--- config.mk ---
export PLATFORM = sky130hd
export DESIGN_NAME = hash_pipe_arbiter
export DESIGN_NICKNAME = d
export VERILOG_FILES = /design/src/rtl/hash_pipe_arbiter.sv
export SDC_FILE = /design/constraint.sdc
export NUM_CORES = 1
export LEC_CHECK = 0
export CORE_AREA = 3 3 190 192
export DETAILED_ROUTE_END_ITERATION = 8
export DIE_AREA = 0 0 193 195
export PLACE_DENSITY_LB_ADDON = 0.2
export SYNTH_ARGS = -nofsm -noshare
export SYNTH_HDL_FRONTEND = slang
export SYNTH_SLANG_ARGS = --single-unit
export TNS_END_PERCENT = 30
--- constraint.sdc ---
create_clock -name clk -period 4.2 [get_ports clk]
set_input_delay 0.63 -clock clk [delete_from_list [all_inputs] [get_ports clk]]
set_output_delay 0.63 -clock clk [all_outputs]
set_load 0.005 [all_outputs]
--- src/rtl/hash_pipe_arbiter.sv ---
// rtl/hash_pipe_arbiter.sv - round-robin sharing of one pipelined hash unit with a credit-protected response FIFO
//
// Optional build macro: HASH_ARB_PERF_CNT_EN adds the issue_cnt / stall_cnt ports.
//
// Ports:
//   clk, rst_n          clock, asynchronous active-low reset
//   req_valid/req_addr  per-requester request valid and packed addresses
//   req_ready           one-hot grant back to the requesters
//   hash_addr           registered address driven into the hash unit
//   hash_value          hash unit result, HASH_LATENCY cycles after its sample edge
//   rsp_valid/rsp_ready response handshake at the FIFO head
//   rsp_id/addr/hash    requester ID, original address and hash of the head entry
//   busy                any request in flight or buffered
//   issue_cnt/stall_cnt (HASH_ARB_PERF_CNT_EN) saturating grant and credit-stall counters
module hash_pipe_arbiter #(
    parameter int NUM_REQ      = 4,
    parameter int ADDR_SIZE    = 22,
    parameter int W            = 4096,
    parameter int HASH_SIZE    = $clog2(W),
    parameter int HASH_LATENCY = 6,
    parameter int FIFO_DEPTH   = 8,
    parameter int ID_W         = $clog2(NUM_REQ)
) (
    input  logic                         clk,
    input  logic                         rst_n,
    input  logic [NUM_REQ-1:0]           req_valid,
    input  logic [NUM_REQ*ADDR_SIZE-1:0] req_addr,
    output logic [NUM_REQ-1:0]           req_ready,
    output logic [ADDR_SIZE-1:0]         hash_addr,
    input  logic [HASH_SIZE-1:0]         hash_value,
    output logic                         rsp_valid,
    input  logic                         rsp_ready,
    output logic [ID_W-1:0]              rsp_id,
    output logic [ADDR_SIZE-1:0]         rsp_addr,
    output logic [HASH_SIZE-1:0]         rsp_hash,
    output logic                         busy
`ifdef HASH_ARB_PERF_CNT_EN
    ,
    output logic [31:0]                  issue_cnt,
    output logic [31:0]                  stall_cnt
`endif
);

    localparam int PTR_W = $clog2(FIFO_DEPTH);
    localparam int CNT_W = PTR_W + 1;
    localparam int ENT_W = ID_W + ADDR_SIZE + HASH_SIZE;

    // Arbitration and credit state
    logic [ID_W-1:0]  last_q, last_d;
    logic [CNT_W-1:0] used_q, used_d;
    logic [ADDR_SIZE-1:0] hash_addr_q, hash_addr_d;

    // Alignment shift register, stage k holds the request granted k+1 edges ago
    logic [HASH_LATENCY:0]                 stg_vld_q, stg_vld_d;
    logic [HASH_LATENCY:0][ID_W-1:0]       stg_id_q, stg_id_d;
    logic [HASH_LATENCY:0][ADDR_SIZE-1:0]  stg_addr_q, stg_addr_d;

    // Response FIFO
    logic [FIFO_DEPTH-1:0][ENT_W-1:0] mem_q, mem_d;
    logic [PTR_W-1:0] wr_ptr_q, wr_ptr_d, rd_ptr_q, rd_ptr_d;
    logic [CNT_W-1:0] cnt_q, cnt_d;

    logic                 credit_ok;
    logic                 found;
    logic                 grant;
    logic                 push;
    logic                 pop;
    logic [ID_W:0]        start;
    logic [ID_W:0]        cand;
    logic [2*NUM_REQ-1:0] dbl_valid;
    logic [NUM_REQ-1:0]   rot_valid;
    logic [ID_W-1:0]      grant_id;
    logic [ADDR_SIZE-1:0] grant_addr;

    // Round-robin search: rotate the request vector so the slot after the
    // last grant sits at bit 0, take the lowest set bit, then map it back.
    always_comb begin
        credit_ok = (used_q < CNT_W'(FIFO_DEPTH));
        start     = {1'b0, last_q} + (ID_W+1)'(1);
        dbl_valid = {req_valid, req_valid} >> start;
        rot_valid = dbl_valid[NUM_REQ-1:0];
        found     = 1'b0;
        cand      = '0;
        for (int j = 0; j < NUM_REQ; j++) begin
            if (!found && rot_valid[j]) begin
                found = 1'b1;
                cand  = start + (ID_W+1)'(j);
            end
        end
        if (cand >= (ID_W+1)'(NUM_REQ)) begin
            cand = cand - (ID_W+1)'(NUM_REQ);
        end
        grant_id  = cand[ID_W-1:0];
        grant     = found & credit_ok & rst_n;
        req_ready = '0;
        if (grant) begin
            req_ready[grant_id] = 1'b1;
        end
        grant_addr = '0;
        for (int i = 0; i < NUM_REQ; i++) begin
            if (grant_id == ID_W'(i)) begin
                grant_addr = req_addr[i*ADDR_SIZE +: ADDR_SIZE];
            end
        end
    end

    assign push      = stg_vld_q[HASH_LATENCY];
    assign rsp_valid = (cnt_q != '0);
    assign pop       = rsp_valid & rsp_ready;
    assign {rsp_id, rsp_addr, rsp_hash} = mem_q[rd_ptr_q];
    assign hash_addr = hash_addr_q;
    assign busy      = (used_q != '0);

    always_comb begin
        last_d      = grant ? grant_id : last_q;
        hash_addr_d = grant ? grant_addr : '0;

        // A credit is held from grant until the response leaves the FIFO,
        // so a push can never find the FIFO full.
        used_d = used_q;
        if (grant && !pop) begin
            used_d = used_q + CNT_W'(1);
        end else if (!grant && pop) begin
            used_d = used_q - CNT_W'(1);
        end

        stg_vld_d[0]  = grant;
        stg_id_d[0]   = grant ? grant_id : '0;
        stg_addr_d[0] = grant ? grant_addr : '0;
        for (int k = 1; k <= HASH_LATENCY; k++) begin
            stg_vld_d[k]  = stg_vld_q[k-1];
            stg_id_d[k]   = stg_id_q[k-1];
            stg_addr_d[k] = stg_addr_q[k-1];
        end

        mem_d    = mem_q;
        wr_ptr_d = wr_ptr_q;
        rd_ptr_d = rd_ptr_q;
        cnt_d    = cnt_q;
        if (push) begin
            mem_d[wr_ptr_q] = {stg_id_q[HASH_LATENCY], stg_addr_q[HASH_LATENCY], hash_value};
            wr_ptr_d        = wr_ptr_q + PTR_W'(1);
        end
        if (pop) begin
            rd_ptr_d = rd_ptr_q + PTR_W'(1);
        end
        if (push && !pop) begin
            cnt_d = cnt_q + CNT_W'(1);
        end else if (!push && pop) begin
            cnt_d = cnt_q - CNT_W'(1);
        end
    end

    always_ff @(posedge clk or negedge rst_n) begin
        if (!rst_n) begin
            last_q      <= ID_W'(NUM_REQ - 1);
            used_q      <= '0;
            hash_addr_q <= '0;
            stg_vld_q   <= '0;
            stg_id_q    <= '0;
            stg_addr_q  <= '0;
            mem_q       <= '0;
            wr_ptr_q    <= '0;
            rd_ptr_q    <= '0;
            cnt_q       <= '0;
        end else begin
            last_q      <= last_d;
            used_q      <= used_d;
            hash_addr_q <= hash_addr_d;
            stg_vld_q   <= stg_vld_d;
            stg_id_q    <= stg_id_d;
            stg_addr_q  <= stg_addr_d;
            mem_q       <= mem_d;
            wr_ptr_q    <= wr_ptr_d;
            rd_ptr_q    <= rd_ptr_d;
            cnt_q       <= cnt_d;
        end
    end

`ifdef HASH_ARB_PERF_CNT_EN
    logic [31:0] issue_cnt_q, issue_cnt_d;
    logic [31:0] stall_cnt_q, stall_cnt_d;

    always_comb begin
        issue_cnt_d = issue_cnt_q;
        stall_cnt_d = stall_cnt_q;
        if (grant && (issue_cnt_q != '1)) begin
            issue_cnt_d = issue_cnt_q + 32'd1;
        end
        if ((|req_valid) && !credit_ok && (stall_cnt_q != '1)) begin
            stall_cnt_d = stall_cnt_q + 32'd1;
        end
    end

    always_ff @(posedge clk or negedge rst_n) begin
        if (!rst_n) begin
            issue_cnt_q <= '0;
            stall_cnt_q <= '0;
        end else begin
            issue_cnt_q <= issue_cnt_d;
            stall_cnt_q <= stall_cnt_d;
        end
    end

    assign issue_cnt = issue_cnt_q;
    assign stall_cnt = stall_cnt_q;
`endif

endmodule

# == After elaboration in Yosys (flattened, before gate mapping) ==
# Index checks and enable logic that the tools add are counted.
# word_totals
regBits,479
input_bits,107
out_inout_bits,64
# classes
addsub,11
n_lt_le_gt_ge,7
eq_ne,3
n_shift,1
mux,27
bitwise,3
reduce_logical,20
# ops
operator,count
288-bit bitwise mux,1
22-bit 2-to-1 mux,5
36-bit binary-select mux with 3-bit select,1
36-bit demux with 3-bit select,1
36-bit 2-to-1 mux,2
4-bit 2-to-1 mux,5
3-bit 2-to-1 mux,4
3-bit by 1-bit adder with 3-bit output (second input constant),3
1-bit logical AND,9
4-bit by 1-bit adder with 4-bit output (second input constant),2
3-bit by 4-bit less-than comparator with 1-bit output (second input constant),2
4-bit nonzero test,2
8-bit by 3-bit >> shifter with 4-bit output,1
4-bit by 1-bit subtractor with 4-bit output (second input constant),2
3-bit by 2-bit adder with 3-bit output (second input constant),2
1-bit logical NOT,6
1-bit 2-to-1 mux,5
2-bit equality test (second input constant),2
4-bit less-than comparator (second input constant),1
2-bit 2-to-1 mux,2
2-bit nonzero test,2
2-bit by 1-bit adder with 3-bit output (second input constant),1
1-bit bitwise AND,3
3-bit by 1-bit >= comparator with 1-bit output (second input constant),1
7 further kinds,7

# == Longest topological paths before layout ==
# Gate-level depths: netlist of the first run.
# logic_depth
word_depth,20
ltp_mapped,11
ltp_nobuf,11

# == Worst setup path before layout of the first run ==
# No wires, ideal clock.
# synth_timing
kind,register to register
startpoint,register cnt_q[1]
endpoint,register cnt_q[3]
setup_time_ps,125
arrival_ps,2313
required_ps,4075
setup_slack_ps,1762
stages_incl_launch_ff,11
n_path_buf,0
synth_period_minus_slack_ps,2438
path_cell_list,dfrtp_1 > or4_1 > nand2_1 > ha_1 > inv_1 > ha_1 > a21o_1 > a21oi_1 > xnor2_1 > nor2_1 > xor2_1
# synth_between
elab_chain_len,5
word_cells_on_any_way,10
# synth_rtl
item,line,source
from (decl),61,"logic [CNT_W-1:0] cnt_q, cnt_d;"
from (signal assigned),176,cnt_q <= cnt_d;
4-bit nonzero test *,108,assign rsp_valid = (cnt_q != '0);
via rsp_valid,31,"output logic rsp_valid,"
1-bit bitwise AND *,109,assign pop = rsp_valid & rsp_ready;
1-bit logical NOT,147,if (push && !pop) begin
1-bit logical AND,147,
4-bit 2-to-1 mux or 2-bit nonzero test (tied branches),--,
# The timed path passes the listed nets; every way through them passes the cells marked *. The select of a mux whose other input is x is not followed.
# A chain may end at the register's enable or synchronous reset.

# == Final worst setup path of the first run ==
# layout_timing
startpoint,input rst_n
endpoint,output req_ready[1]
# layout_between
elab_chain_len,2
# layout_rtl
item,line,source
from (decl),25,"input logic rst_n,"
1-bit bitwise AND,94,grant = found & credit_ok & rst_n;
via grant,65,logic grant;
4-bit 2-to-1 mux,96,if (grant) begin
to (decl),28,"output logic [NUM_REQ-1:0] req_ready,"
# The timed path passes the listed nets, and every way through them passes these cells.

==> results of run 1 <==
==> cells in the mapped netlist (2+ instances only) <==
cell / number
a21o_1: 4
a21oi_1: 4
buf_1: 5
buf_2: 36
buf_4: 30
clkbuf_1: 9
dfrtp_1: 477
dfstp_2: 2
fa_1: 2
ha_1: 8
inv_1: 7
mux2_1: 29
mux2_2: 299
mux2i_1: 44
mux4_2: 72
nand2_1: 6
nand2b_1: 4
nand4b_1: 3
nor2_1: 9
nor3b_1: 2
o21ai_0: 2
o22ai_1: 22
or4_1: 2
xnor2_1: 9
xor2_1: 3
==> layer usage <==
metal  part of all wire (%)  GRT usage (%)  routed length, um
met5                  0.024              0                  9
met4                    1.4           4.29                544
met3                    5.0           4.38               1890
met2                     49           33.4              18400
met1                     45           29.8              16800
==> critical path, cell delays in order <==
cell and delay, ps:
dlygate4sd3_1 560, buf_8 240, nand2b_1 150, a21o_1 210, inv_1 150, nand2_1 70
buf_4 210, nor2_1 100, clkdlybuf4s50_1 500
==> registers in the layout (all words and copies together), names as in the netlist <==
register and count:
wr_ptr_q 3, stg_id_q 2, used_q 4, cnt_q 4, mem_q 288, rd_ptr_q 3, last_q 2, stg_addr_d 132
stg_addr_q 22, stg_vld_q 7, stg_id_d 12
==> how the worst max path moves through the flow <==
stage	cells past startpoint	start	end
finish	9	rst_n	req_ready[1]
global route	9	rst_n	req_ready[1]
CTS	4	rd_ptr_q[1]$_DFFE_PN0P_	rsp_addr[2]
detailed placement	5	req_valid[3]	req_ready[2]
global placement	5	req_valid[3]	req_ready[2]
floorplan	10	cnt_q[1]$_DFFE_PN0P_	cnt_q[3]$_DFFE_PN0P_
==> per-stage QoR <==
stage	setup WS [ps]	hold slack (ps)	instance area, um2	std cells
3_3_place_gp	959	331	21000	1674
4_1_cts	666	345	22700	1767
5_1_grt	542	349	22700	1767
3_5_place_dp	925	335	21000	1674
6_report	721	341	22700	1767
2_1_floorplan	1760	331	18900	1104
==> where the power goes <==
part / switching (W) / internal [W]
clock network: 0.00175 / 0.00277
registers: 0.00107 / 0.00634
logic: 0.00187 / 0.00319
==> kinds of logic after synthesis <==
kind of cell,count (synthesis)
buffers and inverters,89
flip-flops,479
XOR/XNOR,12
adder cells (fa/ha/maj),10
AO/OA/AOI/OAI,36
AND/OR/NAND/NOR,34
multiplexers,444
==> cell type report <==
type / count / area (um2)
Inverter: 7 / 26.3
Tap cell: 455 / 569
Sequential cell: 479 / 12000
Fill cell: 2481 / 11800
Clock buffer: 71 / 1450
Timing Repair Buffer: 198 / 1980
Multi-Input combinational cell: 536 / 6460
Clock inverter: 21 / 269
==> results.txt, run 1 <==
CTS tree -> done
Hold Path Class -> reg -> reg
commonest non-fill, non-tap cell in the layout -> dfrtp_1
xor and xnor fraction of the mapped netlist area -> 0.555%
global route total overflow -> 0
synthesized cell area -> 0.0189 mm2
most frequent cells in the layout -> dfrtp_1, mux2_2, clkdlybuf4s50_1, mux4_2, clkbuf_16
critical path class -> in -> out
PwrDens -> 747 mW/mm2
Worst VDD drop -> 422 uV
number of global-route vias before repair -> 10800
Die H -> 195 um
Area Growth Syn to Fin -> 20.2%
Post-synth EDFFs -> 0
RSZ-0062 raised after global routing -> no
Hold Path Depth -> 0
io pins -> 171
Min-Delay Startpoint -> stg_addr_d[84]$_DFF_PN0_
Post-DRT Antenna Nets -> 0
Post-Syn Nets -> 1221
GRT Total Usage -> 20.7%
CP required -> 3570 ps
clock sink count -> 479
Resized cells post-CTS -> 0
Cells after Synth -> 1104
vias -> 9872
Final Max Slew Viols -> 0
final worst-path cycle share -> 82.8%
Final Power -> 0.0170 W
slew margin rel. -> 31.6%
Lkg Pwr -> 10.6 nW
CTS buffer count -> 49
Vias/cell -> 5.59
DRT Pass-1 Iters -> 4
RR Endpoint -> cnt_q[3]$_DFFE_PN0P_
Worst-Margin Slew -> 1030 ps
ys async rst share -> 100%
Sum Neg Setup Slack -> 0 ps
Final setup viols -> 0
fin crit period -> 3480 ps
Iter 0 DRT Violations -> 530
clock transition at the registers of the reported paths -> 60 ps
Netlist cell types -> 39
Hold Buf Count CTS -> 1
Hold Path End -> stg_addr_d[106]$_DFF_PN0_
routability cong. -> 0.786
Compound-Gate Fraction of Synth Area -> 1.23%
Max Cap Viol -> 0
Die ar. -> 0.0376 mm2
initial antenna violation count -> 1
Worst Path Arrival -> 2850 ps
Final Hold Viols -> 0
FF-to-FF setup slack -> 1520 ps
post-DR wirelength/cell -> 21.3 um
largest net degree at the start of global routing -> 198
H-tree Lvls -> 2
clk buf depth -> 3
syn_area_per_cell -> 17.1 um2
Startpoint Class -> primary input
CP Max Fanout -> 27
# DRC -> 0
share of layout cells above drive strength 1 -> 37.4%
starting density of the core -> 54.8%
fmax -> 287 MHz
Synth Area in Simple Gates -> 1.05%
Buffers on Ports -> 170
fraction of the mapped netlist area in adder cells -> 0.740%
Core Util, Final -> 65.9%
most used flip-flop cell after synthesis -> dfrtp_1
R2R depth -> 10
Synth area leaders -> dfrtp_1, mux2_2, mux4_2
Worst-Skew Late Latency -> 560 ps
CP Capture Type -> primary output
cell taking the most area after synthesis -> dfrtp_1
final net count -> 1388
reg2reg start -> cnt_q[1]$_DFFE_PN0P_
status -> finished, final reports clean
Yosys reg bits -> 479
Worst Skew -> 22.3 ps
CTS root buf -> clkbuf_16
die width -> 193 um
Core Area -> 0.0345 mm2
Total Wirelength -> 37700 um
ant diodes -> 0
Synth top area share -> 63.0%
number of warnings issued by yosys -> 0
Seq/Total Area, Yosys -> 63.3%
Final HPWL DP -> 22600 um
mux cell area share after synthesis -> 30.4%
Std-Cell Rows -> 68
setup bufs post-CTS -> 0
largest family of logic cells by synthesized area -> multiplexers
first-pass GRT wire length -> 60700 um
Note: power is estimated with default switching activity, not from simulation.
==> run 2: changes to the inputs <==
- CORE_AREA: 3 3 190 192 -> 3 3 195 197
- DIE_AREA: 0 0 193 195 -> 0 0 198 200
- clock period: 4.2 -> 3.18 ns (I/O delays scaled with it)
==> run 2 against run 1 <==
  * Utilization down 3.1 points
  * First-iteration DRC count down 19%
  * Die area up 5.2%
  * Via count about the same
  * Count of clock-buffer cells in the layout up 3
  * Power up 31%
  * Clock power up 21%
  * Critical path type is now reg -> out
  * Largest power group unchanged
==> results.txt, run 2 (same netlist as run 1, synthesis figures left out) <==
status -> finished, final reports clean
grt peak-use layer -> met2
Lkg Pwr -> 10.6 nW
Worst-Margin Slew -> 941 ps
final worst-path cycle share -> 97.3%
Std-Cell Rows -> 70
CP required -> 2700 ps
io pins -> 171
fmax -> 323 MHz
final net count -> 1398
Hold Path Class -> in -> async
Worst Path Arrival -> 2620 ps
commonest non-fill, non-tap cell in the layout -> dfrtp_1
Hold Buf Count CTS -> 0
Vias/cell -> 5.53
Final Power -> 0.0223 W
Final HPWL DP -> 22700 um
critical path class -> reg -> out
first-pass GRT wire length -> 60100 um
Area Growth Syn to Fin -> 20.7%
share of layout cells above drive strength 1 -> 37.4%
H-tree Lvls -> 2
die width -> 198 um
GRT Total Usage -> 19.4%
slew margin rel. -> 37.3%
Final Max Slew Viols -> 0
Max Cap Viol -> 0
Sum Neg Setup Slack -> 0 ps
initial antenna violation count -> 1
Core Area -> 0.0364 mm2
Biggest register -> mem_q
Startpoint Class -> flip-flop
Worst-Skew Late Latency -> 560 ps
CTS buffer count -> 49
Die H -> 200 um
M1 GR Usage -> 27.6%
Buffers on Ports -> 170
clk buf depth -> 3
GR Util met2 -> 31.2%
Final setup viols -> 0
WHS -> 60.0 ps
PwrDens -> 974 mW/mm2
Total Wirelength -> 37500 um
CP Capture Type -> primary output
largest net degree at the start of global routing -> 176
# DRC -> 0
Worst Skew -> 12.2 ps
clock sink count -> 479
most frequent cells in the layout -> dfrtp_1, mux2_2, clkdlybuf4s50_1, mux4_2, clkbuf_16
routability cong. -> 0.781
post-DR wirelength/cell -> 21.0 um
CTS root buf -> clkbuf_16
Final Hold Viols -> 0
clock transition at the registers of the reported paths -> 60 ps
Post-DRT Antenna Nets -> 0
DRT Pass-1 Iters -> 4
CTS tree -> done
RSZ-0062 raised after global routing -> no
Iter 0 DRT Violations -> 428
max reg flops -> 288
Die ar. -> 0.0396 mm2
Worst VDD drop -> 687 uV
global route total overflow -> 0
number of global-route vias before repair -> 10700
CP Max Fanout -> 22
starting density of the core -> 52.0%
vias -> 9871
fin crit period -> 3090 ps
met3 Resource Use GR -> 4.13%
-- run 2: changes by cell type in the layout (fill, tap and decap cells not counted), sizes merged --
| cell | before | now |
|---|---|---|
| buf | 28 | 36 |
| clkbuf | 71 | 77 |
| bufinv | 6 | 1 |
| clkinv | 12 | 7 |
| clkinvlp | 1 | 3 |
| diode | 0 | 1 |
| dlygate4sd3 | 1 | 0 |
| inv | 9 | 8 |
-- run 2: worst paths after layout --
| kind | start | to | slack (ps) | cells past startpoint |
|---|---|---|---|---|
| setup / recovery | rd_ptr_q[1]$_DFFE_PN0P_ | rsp_hash[11] | 90 | 4 |
| hold / removal | rst_n | stg_addr_d[86]$_DFF_PN0_ | 60 | 2 |
| setup reg to reg | cnt_q[0]$_DFFE_PN0P_ | cnt_q[3]$_DFFE_PN0P_ | 410 | 10 |
| hold reg to reg | stg_addr_d[59]$_DFF_PN0_ | stg_addr_d[81]$_DFF_PN0_ | 340 | 0 |
| max in group asynchronous | rst_n | stg_addr_d[25]$_DFF_PN0_ | 1570 | 3 |
| min in group clk | stg_addr_d[59]$_DFF_PN0_ | stg_addr_d[81]$_DFF_PN0_ | 340 | 0 |
-- run 2: metal layers --
metal | vias up | part of all wire (%) | routed length [um]
met5 | - | 0 | 0
met4 | 0 | 1.7 | 650
met3 | 50 | 4.9 | 1860
met2 | 203 | 48 | 17900
met1 | 5249 | 46 | 17100
li1 | 4369 | - | -
-- run 2: area by class of cell --
type	count	area [um2]
multi-input combinational	536	6460
tap	468	586
clock inverter	12	123
timing repair buffer	208	2230
clock buffer	74	1430
sequential	479	12000
antenna	1	2.50
fill	2653	13600
inverter	7	26.3
-- run 2: repair_timing --
item / CTS / global route
gates resized for setup: 2 / 3
endpoints found under the setup margin: 36 / 21
pin swaps: 0 / 0
setup buffers: 2 / 2
gates cloned: 0 / 3
-- run 2: critical path, cell delays in order (launching register included) --
cell	delay (ps)
dfrtp_4	690
buf_12	250
mux4_2	320
mux2_2	310
clkdlybuf4s50_1	470
-- run 2: where the power goes --
group	internal, W	total (W)	switching, W
logic	0.00447	0.00712	0.00265
clock network	0.00318	0.00545	0.00227
registers	0.00838	0.00970	0.00131
total	0.0160	0.0223	0.00623
-- run 2: metrics by stage --
| step | instances | utilization (%) | instance area [um2] | setup slack (ps) |
|---|---|---|---|---|
| 2_1_floorplan | 1104 | - | 18900 | 742 |
| 3_3_place_gp | 1691 | 58.1 | 21200 | 382 |
| 3_5_place_dp | 1691 | 58.1 | 21200 | 352 |
| 4_1_cts | 1779 | 62.4 | 22700 | 11.1 |
| 5_1_grt | 1785 | 62.7 | 22900 | 4.21 |
| 6_report | 1785 | 62.7 | 22900 | 86.4 |
==> run 3: changes to the inputs <==
- CAP_MARGIN: not set -> 10
==> results of run 3 <==
Final layout, timing and power as in run 2 (identical DEF).
